**src/rtl/cmd_pkg.sv**
```systemverilog
// Shared types and constants for the command-link UART blocks.
package cmd_pkg;

  typedef enum logic [2:0] {
    IDLE,
    START,
    DATA,
    STOP,
    WAIT_IDLE
  } rx_state_t;

  localparam int unsigned DATA_BITS = 8;
  localparam int unsigned STOP_BITS = 1;

  function automatic int unsigned calc_clks_per_bit(input int unsigned clk_freq,
                                                    input int unsigned baud);
    return clk_freq / baud;
  endfunction

endpackage

```
**src/rtl/uart_rx_core.sv**
```systemverilog
// 8N1 deserialiser: 2-FF synchroniser, mid-bit sampling FSM, byte_done / frame_err pulses.
module uart_rx_core
  import cmd_pkg::*;
#(
  parameter int unsigned CLKS_PER_BIT = 16
) (
  input  logic                 clk,
  input  logic                 rst,
  input  logic                 i_rx,
  output logic                 o_byte_done,
  output logic [DATA_BITS-1:0] o_data,
  output logic                 o_frame_err
);

  localparam int unsigned HALF_BIT = (CLKS_PER_BIT - 1) / 2;
  localparam int unsigned CW       = $clog2(CLKS_PER_BIT);

  logic                 r_sync1;
  logic                 r_sync2;
  rx_state_t            r_state;
  rx_state_t            w_next_state;
  logic [CW-1:0]        r_cnt;
  logic [2:0]           r_bit_idx;
  logic [DATA_BITS-1:0] r_shift;
  logic [CW-1:0]        w_last;
  logic                 w_tick;
  logic                 w_cnt_clr;
  logic                 w_shift_en;
  logic                 w_bit_clr;
  logic                 w_bit_inc;

  // START waits only half a bit so that later samples land mid-bit.
  assign w_last = (r_state == START) ? CW'(HALF_BIT - 1) : CW'(CLKS_PER_BIT - 1);
  assign w_tick = (r_cnt == w_last);
  assign o_data = r_shift;

  always_ff @(posedge clk) begin
    if (!rst) begin
      r_sync1   <= 1'b1;
      r_sync2   <= 1'b1;
      r_state   <= IDLE;
      r_cnt     <= '0;
      r_bit_idx <= '0;
      r_shift   <= '0;
    end else begin
      r_sync1 <= i_rx;
      r_sync2 <= r_sync1;
      r_state <= w_next_state;
      r_cnt   <= w_cnt_clr ? '0 : r_cnt + 1'b1;
      if (w_bit_clr) begin
        r_bit_idx <= '0;
      end else if (w_bit_inc) begin
        r_bit_idx <= r_bit_idx + 1'b1;
      end
      if (w_shift_en) begin
        r_shift <= {r_sync2, r_shift[DATA_BITS-1:1]};
      end
    end
  end

  always_comb begin
    w_next_state = r_state;
    o_byte_done  = 1'b0;
    o_frame_err  = 1'b0;
    w_cnt_clr    = 1'b0;
    w_shift_en   = 1'b0;
    w_bit_clr    = 1'b0;
    w_bit_inc    = 1'b0;
    case (r_state)
      IDLE: begin
        w_cnt_clr = 1'b1;
        w_bit_clr = 1'b1;
        if (!r_sync2) w_next_state = START;
      end
      START: begin
        if (w_tick) begin
          w_cnt_clr    = 1'b1;
          w_next_state = r_sync2 ? IDLE : DATA;
        end
      end
      DATA: begin
        if (w_tick) begin
          w_cnt_clr  = 1'b1;
          w_shift_en = 1'b1;
          if (r_bit_idx == 3'(DATA_BITS - 1)) begin
            w_bit_clr    = 1'b1;
            w_next_state = STOP;
          end else begin
            w_bit_inc = 1'b1;
          end
        end
      end
      STOP: begin
        if (w_tick) begin
          w_cnt_clr = 1'b1;
          if (!r_sync2) begin
            o_frame_err  = 1'b1;
            w_next_state = WAIT_IDLE;
          end else if (r_bit_idx == 3'(STOP_BITS - 1)) begin
            o_byte_done  = 1'b1;
            w_next_state = IDLE;
          end else begin
            w_bit_inc = 1'b1;
          end
        end
      end
      WAIT_IDLE: begin
        w_cnt_clr = 1'b1;
        if (r_sync2) w_next_state = IDLE;
      end
      default: w_next_state = IDLE;
    endcase
  end

endmodule

```
**src/rtl/cmd_rx.sv**
```systemverilog
// Command receive front end: UART deserialiser feeding a show-ahead receive FIFO.
module cmd_rx
  import cmd_pkg::*;
#(
  parameter int unsigned MAIN_CLK_FREQ = 120000000,
  parameter int unsigned UART_BAUD     = 115200,
  parameter int unsigned FIFO_AW       = 4
) (
  input  logic                 clk,
  input  logic                 rst,
  input  logic                 uart_rx,
  input  logic                 data_read,
  input  logic                 err_clr,
  output logic [DATA_BITS-1:0] data,
  output logic                 data_valid,
  output logic [FIFO_AW:0]     fifo_count,
  output logic                 frame_err,
  output logic                 overwrite_flag
);

  localparam int unsigned CLKS_PER_BIT = calc_clks_per_bit(MAIN_CLK_FREQ, UART_BAUD);
  localparam int unsigned DEPTH        = 2 ** FIFO_AW;

  logic                 w_byte_done;
  logic [DATA_BITS-1:0] w_rx_byte;
  logic                 w_frame_err;
  logic [DATA_BITS-1:0] r_mem [DEPTH];
  logic [FIFO_AW:0]     r_wr_ptr;
  logic [FIFO_AW:0]     r_rd_ptr;
  logic [FIFO_AW:0]     r_count;
  logic                 r_ovf;
  logic                 w_empty;
  logic                 w_full;
  logic                 w_rd_en;
  logic                 w_wr_en;
  logic                 w_drop;

  uart_rx_core #(
    .CLKS_PER_BIT(CLKS_PER_BIT)
  ) u_core (
    .clk        (clk),
    .rst        (rst),
    .i_rx       (uart_rx),
    .o_byte_done(w_byte_done),
    .o_data     (w_rx_byte),
    .o_frame_err(w_frame_err)
  );

  assign w_empty = (r_wr_ptr == r_rd_ptr);
  assign w_full  = (r_wr_ptr[FIFO_AW-1:0] == r_rd_ptr[FIFO_AW-1:0]) &&
                   (r_wr_ptr[FIFO_AW] != r_rd_ptr[FIFO_AW]);
  assign w_rd_en = data_read && !w_empty;
  // A pop in the same cycle frees the slot, so a full FIFO still accepts the byte.
  assign w_wr_en = w_byte_done && (!w_full || w_rd_en);
  assign w_drop  = w_byte_done && w_full && !w_rd_en;

  assign data           = w_empty ? '0 : r_mem[r_rd_ptr[FIFO_AW-1:0]];
  assign data_valid     = !w_empty;
  assign fifo_count     = r_count;
  assign frame_err      = w_frame_err;
  assign overwrite_flag = r_ovf;

  always_ff @(posedge clk) begin
    if (w_wr_en) begin
      r_mem[r_wr_ptr[FIFO_AW-1:0]] <= w_rx_byte;
    end
  end

  always_ff @(posedge clk) begin
    if (!rst) begin
      r_wr_ptr <= '0;
      r_rd_ptr <= '0;
      r_count  <= '0;
      r_ovf    <= 1'b0;
    end else begin
      if (w_wr_en) r_wr_ptr <= r_wr_ptr + 1'b1;
      if (w_rd_en) r_rd_ptr <= r_rd_ptr + 1'b1;
      case ({w_wr_en, w_rd_en})
        2'b10:   r_count <= r_count + 1'b1;
        2'b01:   r_count <= r_count - 1'b1;
        default: r_count <= r_count;
      endcase
      if (w_drop) begin
        r_ovf <= 1'b1;
      end else if (err_clr) begin
        r_ovf <= 1'b0;
      end
    end
  end

endmodule

```
**config.mk**
```make
export PLATFORM = sky130hd
export DESIGN_NAME = cmd_rx
export DESIGN_NICKNAME = d
export VERILOG_FILES = /design/src/rtl/cmd_pkg.sv /design/src/rtl/uart_rx_core.sv /design/src/rtl/cmd_rx.sv
export SDC_FILE = /design/constraint.sdc
export NUM_CORES = 1
export LEC_CHECK = 0
export CORE_ASPECT_RATIO = 2
export CORE_MARGIN = 10
export CORE_UTILIZATION = 60
export CTS_BUF_LIST = sky130_fd_sc_hd__clkbuf_4
export CTS_CLUSTER_SIZE = 20
export DETAILED_ROUTE_END_ITERATION = 7
export PLACE_DENSITY_LB_ADDON = 0.15
export SYNTH_ARGS = -nofsm -noshare
export SYNTH_HDL_FRONTEND = slang
export SYNTH_SLANG_ARGS = --single-unit
```
**constraint.sdc**
```tcl
create_clock -name clk -period 3.3 [get_ports clk]
set_clock_uncertainty 0.15 [all_clocks]
set_input_delay 0.33 -clock clk [delete_from_list [all_inputs] [get_ports clk]]
set_output_delay 0.33 -clock clk [all_outputs]
set_load 0.03 [all_outputs]
```
==> Yosys cells after proc, flatten, opt, wreduce, memory -nomap -nowiden <==
Memory sizes are Yosys's and may differ from the RTL's. A register that Yosys moved wholly into a read port is not among the register bits.
Cells that the tools add are included.
{ "classes": {"add_sub_neg": 6, "mul": 0, "div_mod_pow": 0, "n_lt_le_gt_ge": 0, "n_eq_ne": 18, "shifts": 0, "muxes": 38, "bitwise_logic": 1, "n_reduce_logical": 18} }
{ "op_table": {"columns": ["cell", "n"], "rows": [
  ["$mux 3", 8],
  ["$mux 1", 20],
  ["$add 5x1->5 const B", 3],
  ["$pmux 3 s5", 1],
  ["$add 11x1->11 const B", 1],
  ["$eq 11x11->1", 1],
  ["$mux 11", 1],
  ["$ne 2x1->1 const B", 5],
  ["$pmux 5 s2", 1],
  ["$mux 4", 2],
  ["$mux 8", 1],
  ["$reduce_and 7->1", 1],
  ["$eq 3x2->1 const B", 2],
  ["$eq 3x3->1 const B", 2],
  ["$logic_not 3->1", 2],
  ["$pmux 1 s2", 3],
  ["$reduce_or 2->1", 3],
  ["$eq 5x5->1", 1],
  ["$logic_and 1x1->1", 5],
  ["$sub 5x1->5 const B", 1],
  ["$eq 4x4->1", 1],
  ["$reduce_bool 2->1", 2],
  ["$add 3x1->3 const B", 1],
  ["$eq 3x1->1 const B", 1],
  ["other kinds (10)", 12]
]} }
{ "totals": {"regBits": 43, "latchBits": 0, "mem_bits_rw": 128, "mem_bits_ro": 0, "in_bits": 5, "output_inout_bits": 16, "wordCells": 92, "mem_count": 1} }
{ "mem_list": {"columns": ["memory", "words", "width", "read_ports", "rd_clocked_by_memory_dff", "write_ports", "line", "rtl"], "rows": [
  ["r_mem", 16, 8, 1, 1, 1, "cmd_rx.sv:27", "logic [DATA_BITS-1:0] r_mem [DEPTH];"]
]} }

==> Longest topological paths before layout <==
Gate-level depths: netlist of run 1.
{ "logic_depth": {"ltp_word": 8, "mapped_depth": 14, "ltp_nobuf": 14} }

==> Modules after synthesis <==
From an unflattened synthesis of run 1, not the netlist that was laid out.
{ "hier_totals": {"hier_cells": 498, "area_unflattened_um2": 7453.4} }
{ "modules_own_cells": {"columns": ["mod", "n_inst", "cells_per_inst", "area_each_um2", "seq_area_each_um2"], "rows": [
  ["cmd_rx", 1, 336, 6058.3, 4244.1],
  ["uart_rx_core", 1, 162, 1395.1, 540.5]
]} }

==> Worst setup path before layout of run 1 <==
No wires, ideal clock.
{ "synth_path": {"path_kind": "reg-to-reg", "start": "register u_core.r_cnt[1]", "end": "memory r_mem[0][0], enable pin", "setup_ns": 0.383, "t_arrival_ns": 2.449, "required_time_ns": 2.767, "path_slack_ns": 0.317, "stages_incl_launch_ff": 6, "n_path_buf": 0, "period_less_slack_ns": 2.983, "cell_sequence": "dfxtp_1 or4b_4 or3_4 a221oi_4 nand2_1 nor3_1"} }
{ "synth_via": {"elab_chain_len": 6} }
{ "synth_rtl": {"columns": ["item", "line", "rtl"], "rows": [
  ["start, declared", "uart_rx_core.sv:22", "logic [CW-1:0] r_cnt;"],
  ["start signal, assigned", "uart_rx_core.sv:49", "r_cnt <= w_cnt_clr ? '0 : r_cnt + 1'b1;"],
  ["$eq 11x11->1", "uart_rx_core.sv:34", "assign w_tick = (r_cnt == w_last);"],
  ["$mux 1", "uart_rx_core.sv:94", "if (w_tick) begin"],
  ["$mux 1", "uart_rx_core.sv:69", "case (r_state)"],
  ["$logic_and 1x1->1", "cmd_rx.sv:54", "assign w_wr_en = w_byte_done && (!w_full || w_rd_en);"],
  ["$mux 1", "cmd_rx.sv:64", "if (w_wr_en) begin"],
  ["$mux 1 (not written as such)", "cmd_rx.sv:65", "r_mem[r_wr_ptr[FIFO_AW-1:0]] <= w_rx_byte;"],
  ["end, declared", "cmd_rx.sv:27", null]
]} }
Every way passes these cells.

==> implementation parameters, run 1 <==
Parameter                              Value

CTS
  Library cell used as clock root buffer    sky130_fd_sc_hd__clkbuf_4
  Clock Path Buffers    2
  Clock transition at path regs    130 ps
  Number of clock buffers inserted by TritonCTS    17
  Deepest level of the CTS H-tree    4
  Latest clock arrival within the worst-skew pair    530 ps
  CTS tree    built
  Clk sink count    175

Route
  Initial detailed-routing violation count    191
  Total vias in the final route    3,973
  Total DRC errors in the routed layout    0
  Length of the first detailed-routing pass in iterations    5
  Per-cell routed wire length    between 20 and 25 um
  Detailed-route wire length    between 10 and 15 mm
  Via/cell ratio    5.96
  Antenna viol nets, final    0

Placement
  Final weighted congestion of routability-driven global placement    0.895
  Port bufs    20
  Worst Setup Slack post-DPL    about 340 ps
  Post-detailed-placement half-perimeter wirelength    10.6 mm
  Placed Instance Area    7710 um^2

Layout
  Fillcell total    between 700 and 800
  Most frequent standard cell in the layout excluding fill and tap cells    sky130_fd_sc_hd__edfxtp_1
  Area overhead of the layout relative to synthesis    12.0%
  Final Instance Area    8020 um^2
  Most frequent cells in the layout    sky130_fd_sc_hd__edfxtp_1 (128), sky130_fd_sc_hd__nor2_1 (56), sky130_fd_sc_hd__dfxtp_1 (46), sky130_fd_sc_hd__mux4_2 (40), sky130_fd_sc_hd__buf_4 (28)
  Share of final-layout standard cells stronger than drive strength 1    0.207
  Net count reported at finish    ~520

Timing
  Remaining max-slew budget at the tightest pin    0.488
  Unrepaired setup endpoints after global routing    no
  Endpoints failing hold    0
  Final WS setup    between 100 and 150 ps
  Post-route clock period utilization    0.965
  Time the worst path needs with I/O delays and setup    3180 ps
  WHS    211 ps
  Achievable clock frequency    314 MHz
  Setup violation total in the final timing report    0
  Transition time of the tightest slew-check pin    767 ps
  Setup total negative slack    0 ps
  Final number of max-transition violations    0

Pwr
  Largest vdd supply drop    just under 0.5 mV
  Leak pwr    2.73 nW
  Overall power    ~3.5 mW
  Power per cell area    roughly 430 nW/um^2

Yosys
  Area leader, netlist    sky130_fd_sc_hd__edfxtp_1
  Cell types with the largest area share after synthesis    sky130_fd_sc_hd__edfxtp_1 (54%), sky130_fd_sc_hd__dfxtp_1 (13%), sky130_fd_sc_hd__mux4_2 (13%)
  Number of library cell types mapped by synthesis    45
  Sequential area share after synthesis    0.668
  Adder-cell area share of the yosys netlist    0.0192
  Largest family of logic cells by synthesized area    multiplexers
  Synth Area in XOR/XNOR    0.0306
  Synthesis Warnings    0
  Post-synthesis instance total    roughly 460
  Area fraction in and, or, nand and nor cells after synthesis    0.0927
  Post-synth design cell area    7160 um^2
  Multiplexer share of the synthesized area    0.146
  Syn_area_per_cell    15.7 um^2
  Ys async rst share    0
  Count of state elements after synthesis    ~180
  Post-Synthesis Net Count    approximately 470
  Number of enable flip-flop cells after synthesis    128
  Most frequently used flop master after synthesis    sky130_fd_sc_hd__edfxtp_1
  Compound-gate portion of the synthesized area    0.0288
  Area fraction of the dominant cell type after synthesis    0.537

Hold path
  Number of cells on the worst hold path    2
  Tightest Hold Check Type    in -> reg

Die
  Total Die Area    17,000 um^2
  Core ar.    approximately 12,000 um^2
  Die X-Extent    between 90 and 100 um
  Number of primary I/O pins    21
  Number of cell rows    between 50 and 60
  Height of the die    about 170 um
  Starting utilization of the core area    0.612

GRT
  Initial antenna violation count    1
  Wire length of the first global-routing pass    23.0 mm
  Via count of the first global-routing pass    4,168
  Total congestion overflow    0
  Largest net degree at the start of global routing    33
  Tot GR Track Use    0.178

Status
  Run status    finished clean

Critical path
  Critical path data required time    ~2800 ps
  Critical Setup Path Class    reg -> out
  Worst Path Max Fanout    16
  Worst reg-to-reg path cell count    12
  Critical Path AT    between 2000 and 3000 ps
  Startpoint kind of the worst setup timing path    register
  Critical Path End Type    output pin

Job
  Max Cap Violations    0
-- cell usage after synthesis, types with 3 or more instances --
cell and instances:
sky130_fd_sc_hd__ha_1 11, sky130_fd_sc_hd__nor3_1 7, sky130_fd_sc_hd__nor2_1 56, sky130_fd_sc_hd__buf_1 4
sky130_fd_sc_hd__nand4_1 6, sky130_fd_sc_hd__nand2b_1 8, sky130_fd_sc_hd__xor2_1 7, sky130_fd_sc_hd__dfxtp_1 47
sky130_fd_sc_hd__a21oi_1 7, sky130_fd_sc_hd__clkbuf_1 11, sky130_fd_sc_hd__and3_1 7, sky130_fd_sc_hd__xnor2_1 18
sky130_fd_sc_hd__edfxtp_1 128, sky130_fd_sc_hd__nand3_1 6, sky130_fd_sc_hd__mux4_2 40, sky130_fd_sc_hd__nor3b_1 3
sky130_fd_sc_hd__nor2b_1 12, sky130_fd_sc_hd__o21ai_0 4, sky130_fd_sc_hd__inv_1 11, sky130_fd_sc_hd__mux2i_1 13
sky130_fd_sc_hd__nand2_1 18
-- flip-flops by register name, summed over array words and instances (netlist names), named ones only --
| signal | cells |
|---|---|
| fifo_count | 5 |
| overwrite_flag | 1 |
| r_mem | 128 |
| r_rd_ptr | 5 |
| r_wr_ptr | 5 |
| u_core.o_data | 8 |
| u_core.r_bit_idx | 3 |
| u_core.r_cnt | 11 |
| u_core.r_state | 3 |
| u_core.r_sync1 | 1 |
| u_core.r_sync2 | 1 |
-- final cells by class --
| class | count | area [um^2] | area share |
|---|---|---|---|
| diodes | 1 | 2.50 | 0.000312 |
| clock buffers | 18 | 135 | 0.0168 |
| flip-flops and latches | 175 | 4790 | 0.597 |
| repair buffers | 51 | 459 | 0.0572 |
| clock inverters | 14 | 143 | 0.0178 |
| multi-input cells | 252 | 2270 | 0.283 |
| inverters | 11 | 41.3 | 0.00515 |
| well taps | 145 | 181 | 0.0226 |
-- through the flow --
step                      utilization  std cells
final                           0.686        667
after global routing            0.686        667
after CTS                       0.684        663
after detailed placement        0.659        630
after global placement          0.659        630
after floorplan                     -        455
-- cell families (layout without fill, tap and decap cells) --
group           Yosys count  after routing
compound gates           28             28
fa+ha+maj                11             11
buf+inv                  28             94
flops                   175            175
other cells               0              1
xor+xnor                 25             25
simple gates            134            134
mux                      54             54
-- timing repair --
action	CTS	global route
hold buffers	0	0
gates resized for setup	11	5
setup endpoints to repair	9	3
buffers inserted	0	3
gates cloned	1	0
-- per-layer routing --
layer / up-vias / part of all wire / GRT usage / wire [um]
li1: 1842 / - / - / -
met1: 2004 / 0.32 / 0.166 / 4720
met2: 104 / 0.60 / 0.345 / 8810
met3: 23 / 0.039 / 0.0361 / 564
met4: 0 / 0.037 / 0.0956 / 536
met5: - / 0 / 0 / 0
-- worst paths after layout --
check,from,to,slack (ps)
setup / recovery,register,data[6],120
hold reg to reg,u_core.r_sync1,u_core.r_sync2,280
hold / removal,uart_rx,u_core.r_sync1,210
setup reg to reg,u_core.r_state[0],fifo_count[4],230
-- power breakdown --
group / internal [mW] / switching (mW)
combinational: 0.00849 / 0.0130
sequential: 2.33 / 0.00283
clock: 0.455 / 0.683
-- worst max-delay path, stage by stage (launching register included) --
cell	delay [ps]
sky130_fd_sc_hd__dfxtp_4	430
sky130_fd_sc_hd__buf_12	200
sky130_fd_sc_hd__mux4_2	550
sky130_fd_sc_hd__mux4_2	480
sky130_fd_sc_hd__nor2b_1	150
sky130_fd_sc_hd__dlygate4sd2_1	350
(Power assumes the default switching activity.)
==> run 2, diff against run 1 <==
PLACE_DENSITY_LB_ADDON = 0.05   (was 0.15)
==> implementation parameters, run 2 (same netlist as run 1, synthesis figures left out) <==
Parameter                              Value

Die
  Core ar.    11,700 um^2 (unchanged)
  Total Die Area    17,000 um^2 (unchanged)
  Starting utilization of the core area    0.612 (unchanged)
  Number of primary I/O pins    21 (unchanged)
  Height of the die    175 um (unchanged)
  Die X-Extent    97.3 um (unchanged)
  Number of cell rows    56 (unchanged)

Layout
  Most frequent standard cell in the layout excluding fill and tap cells    sky130_fd_sc_hd__edfxtp_1 (unchanged)
  End-of-flow core utilization    0.683 (was 0.686)
  Number of non-filler instances in the completed layout    663 (was 667)
  Most frequent cells in the layout    sky130_fd_sc_hd__edfxtp_1 (128), sky130_fd_sc_hd__nor2_1 (55), sky130_fd_sc_hd__dfxtp_1 (46), sky130_fd_sc_hd__mux4_2 (40), sky130_fd_sc_hd__buf_4 (24) (was sky130_fd_sc_hd__edfxtp_1 (128), sky130_fd_sc_hd__nor2_1 (56), sky130_fd_sc_hd__dfxtp_1 (46), sky130_fd_sc_hd__mux4_2 (40), sky130_fd_sc_hd__buf_4 (28))
  Net count reported at finish    520 (was 524)
  Area overhead of the layout relative to synthesis    11.5% (was 12.0%)
  Share of final-layout standard cells stronger than drive strength 1    0.217 (was 0.207)
  Max FFs per register    128 (unchanged)
  Final Instance Area    7990 um^2 (was 8020 um^2)
  Fillcell total    793 (was 777)

Route
  Per-cell routed wire length    21.6 um (was 21.9 um)
  Total DRC errors in the routed layout    0 (unchanged)
  Initial detailed-routing violation count    180 (was 191)
  Via/cell ratio    5.95 (was 5.96)
  Length of the first detailed-routing pass in iterations    5 (unchanged)
  Antenna viol nets, final    0 (unchanged)
  Detailed-route wire length    14.3 mm (was 14.6 mm)
  Total vias in the final route    3,942 (was 3,973)

GRT
  Via count of the first global-routing pass    4,020 (was 4,168)
  Met3 track demand over resource in global routing    0.0381 (was 0.0361)
  Busiest metal layer after global routing    met2 (unchanged)
  Wire length of the first global-routing pass    22.3 mm (was 23.0 mm)
  Largest net degree at the start of global routing    33 (unchanged)
  Total congestion overflow    0 (unchanged)
  Tot GR Track Use    0.172 (was 0.178)
  Routing usage on met1    0.168 (was 0.166)
  Met2 track demand over resource in global routing    0.322 (was 0.345)
  Initial antenna violation count    1 (unchanged)

Timing
  Time the worst path needs with I/O delays and setup    3170 ps (was 3180 ps)
  Achievable clock frequency    316 MHz (was 314 MHz)
  Transition time of the tightest slew-check pin    737 ps (was 767 ps)
  Post-route clock period utilization    0.959 (was 0.965)
  Setup total negative slack    0 ps (unchanged)
  Endpoints failing hold    0 (unchanged)
  Remaining max-slew budget at the tightest pin    0.508 (was 0.488)
  Final number of max-transition violations    0 (unchanged)
  Unrepaired setup endpoints after global routing    yes (was no)
  Setup violation total in the final timing report    0 (unchanged)
  WHS    207 ps (was 211 ps)
  Final WS setup    134 ps (was 117 ps)

CTS
  Library cell used as clock root buffer    sky130_fd_sc_hd__clkbuf_4 (unchanged)
  CTS tree    built (unchanged)
  Clock transition at path regs    140 ps (was 130 ps)
  Clock Path Buffers    2 (unchanged)
  Deepest level of the CTS H-tree    4 (unchanged)
  Clk sink count    175 (unchanged)
  Number of clock buffers inserted by TritonCTS    17 (unchanged)
  Number of hold buffers added after cts    0 (unchanged)
  Latest clock arrival within the worst-skew pair    530 ps (about the same)

Critical path
  Cell chain of the critical path    buf_12, mux4_2, mux4_2, nor2b_1, dlygate4sd2_1 (unchanged)
  Reg-to-reg startpoint    u_core.r_cnt[4] (was u_core.r_state[0])
  Critical path data required time    2820 ps (about the same)
  Most used cell along the critical path    sky130_fd_sc_hd__mux4_2 (unchanged)
  Dominant delay contributor by cell family on the critical path    multiplexers (unchanged)
  Critical Path AT    2690 ps (was 2700 ps)
  Startpoint kind of the worst setup timing path    register (unchanged)
  Buffers and inverters on the worst path    2 (unchanged)
  Largest stage delay on the critical path    570 ps (was 550 ps)
  Standard cell with the maximum stage delay on the critical path    sky130_fd_sc_hd__mux4_2 (unchanged)
  Critical Path End Type    output pin (unchanged)
  Critical Setup Path Class    reg -> out (unchanged)
  Worst Path Max Fanout    16 (unchanged)

Placement
  Final weighted congestion of routability-driven global placement    0.871 (was 0.895)
  DP Cell Count    625 (was 630)
  Placed Instance Area    7670 um^2 (was 7710 um^2)
  Post-detailed-placement half-perimeter wirelength    10.3 mm (was 10.6 mm)
  Port bufs    20 (unchanged)
  Worst Setup Slack post-DPL    149 ps (was 338 ps)

Status
  Run status    finished clean (unchanged)

Pwr
  Largest vdd supply drop    0.248 mV (was 0.485 mV)
  Overall power    3.48 mW (was 3.49 mW)
  Leak pwr    2.70 nW (was 2.73 nW)
  Power per cell area    435 nW/um^2 (about the same)

Hold path
  Min-delay src    uart_rx (unchanged)
  Tightest Hold Check Type    in -> reg (unchanged)

Job
  Max Cap Violations    0 (unchanged)
## run 2: timing repair
item / in CTS / in global routing
buffers inserted: 0 / 4
endpoints found under the hold margin: 0 / 0
endpoints found under the setup margin: 9 / 14
resized for setup: 11 / 12
cloned: 0 / 1
pin swaps: 0 / 1
## run 2: routing by layer
| metal | up-vias | part of all wire |
|---|---|---|
| met5 | - | 0 |
| met4 | 0 | 0.038 |
| met3 | 25 | 0.037 |
| met2 | 107 | 0.58 |
| met1 | 1975 | 0.34 |
| li1 | 1835 | - |
## run 2: layout make-up
class | count | area (um^2) | area share
diodes | 1 | 2.50 | 0.000313
repair buffers | 47 | 423 | 0.0529
clock buffers | 19 | 143 | 0.0179
inverters | 11 | 41.3 | 0.00517
well taps | 145 | 181 | 0.0227
flip-flops and latches | 175 | 4790 | 0.599
clock inverters | 13 | 131 | 0.0164
multi-input cells | 252 | 2280 | 0.285
## run 2: final timing paths
kind | end | slack [ps] | depth (start not counted)
setup / recovery | data[5] | 130 | 5
hold / removal | u_core.r_sync1 | 210 | 2
setup reg to reg | fifo_count[4] | 320 | 12
hold reg to reg | u_core.r_sync2 | 280 | 1
## run 2: power by group
group	internal, mW	total [mW]	leakage, nW	switching (mW)
registers	2.33	2.33	1.57	0.00284
clock network	0.406	1.12	0.142	0.718
logic	0.00864	0.0207	0.996	0.0120
total	2.74	3.48	2.70	0.732
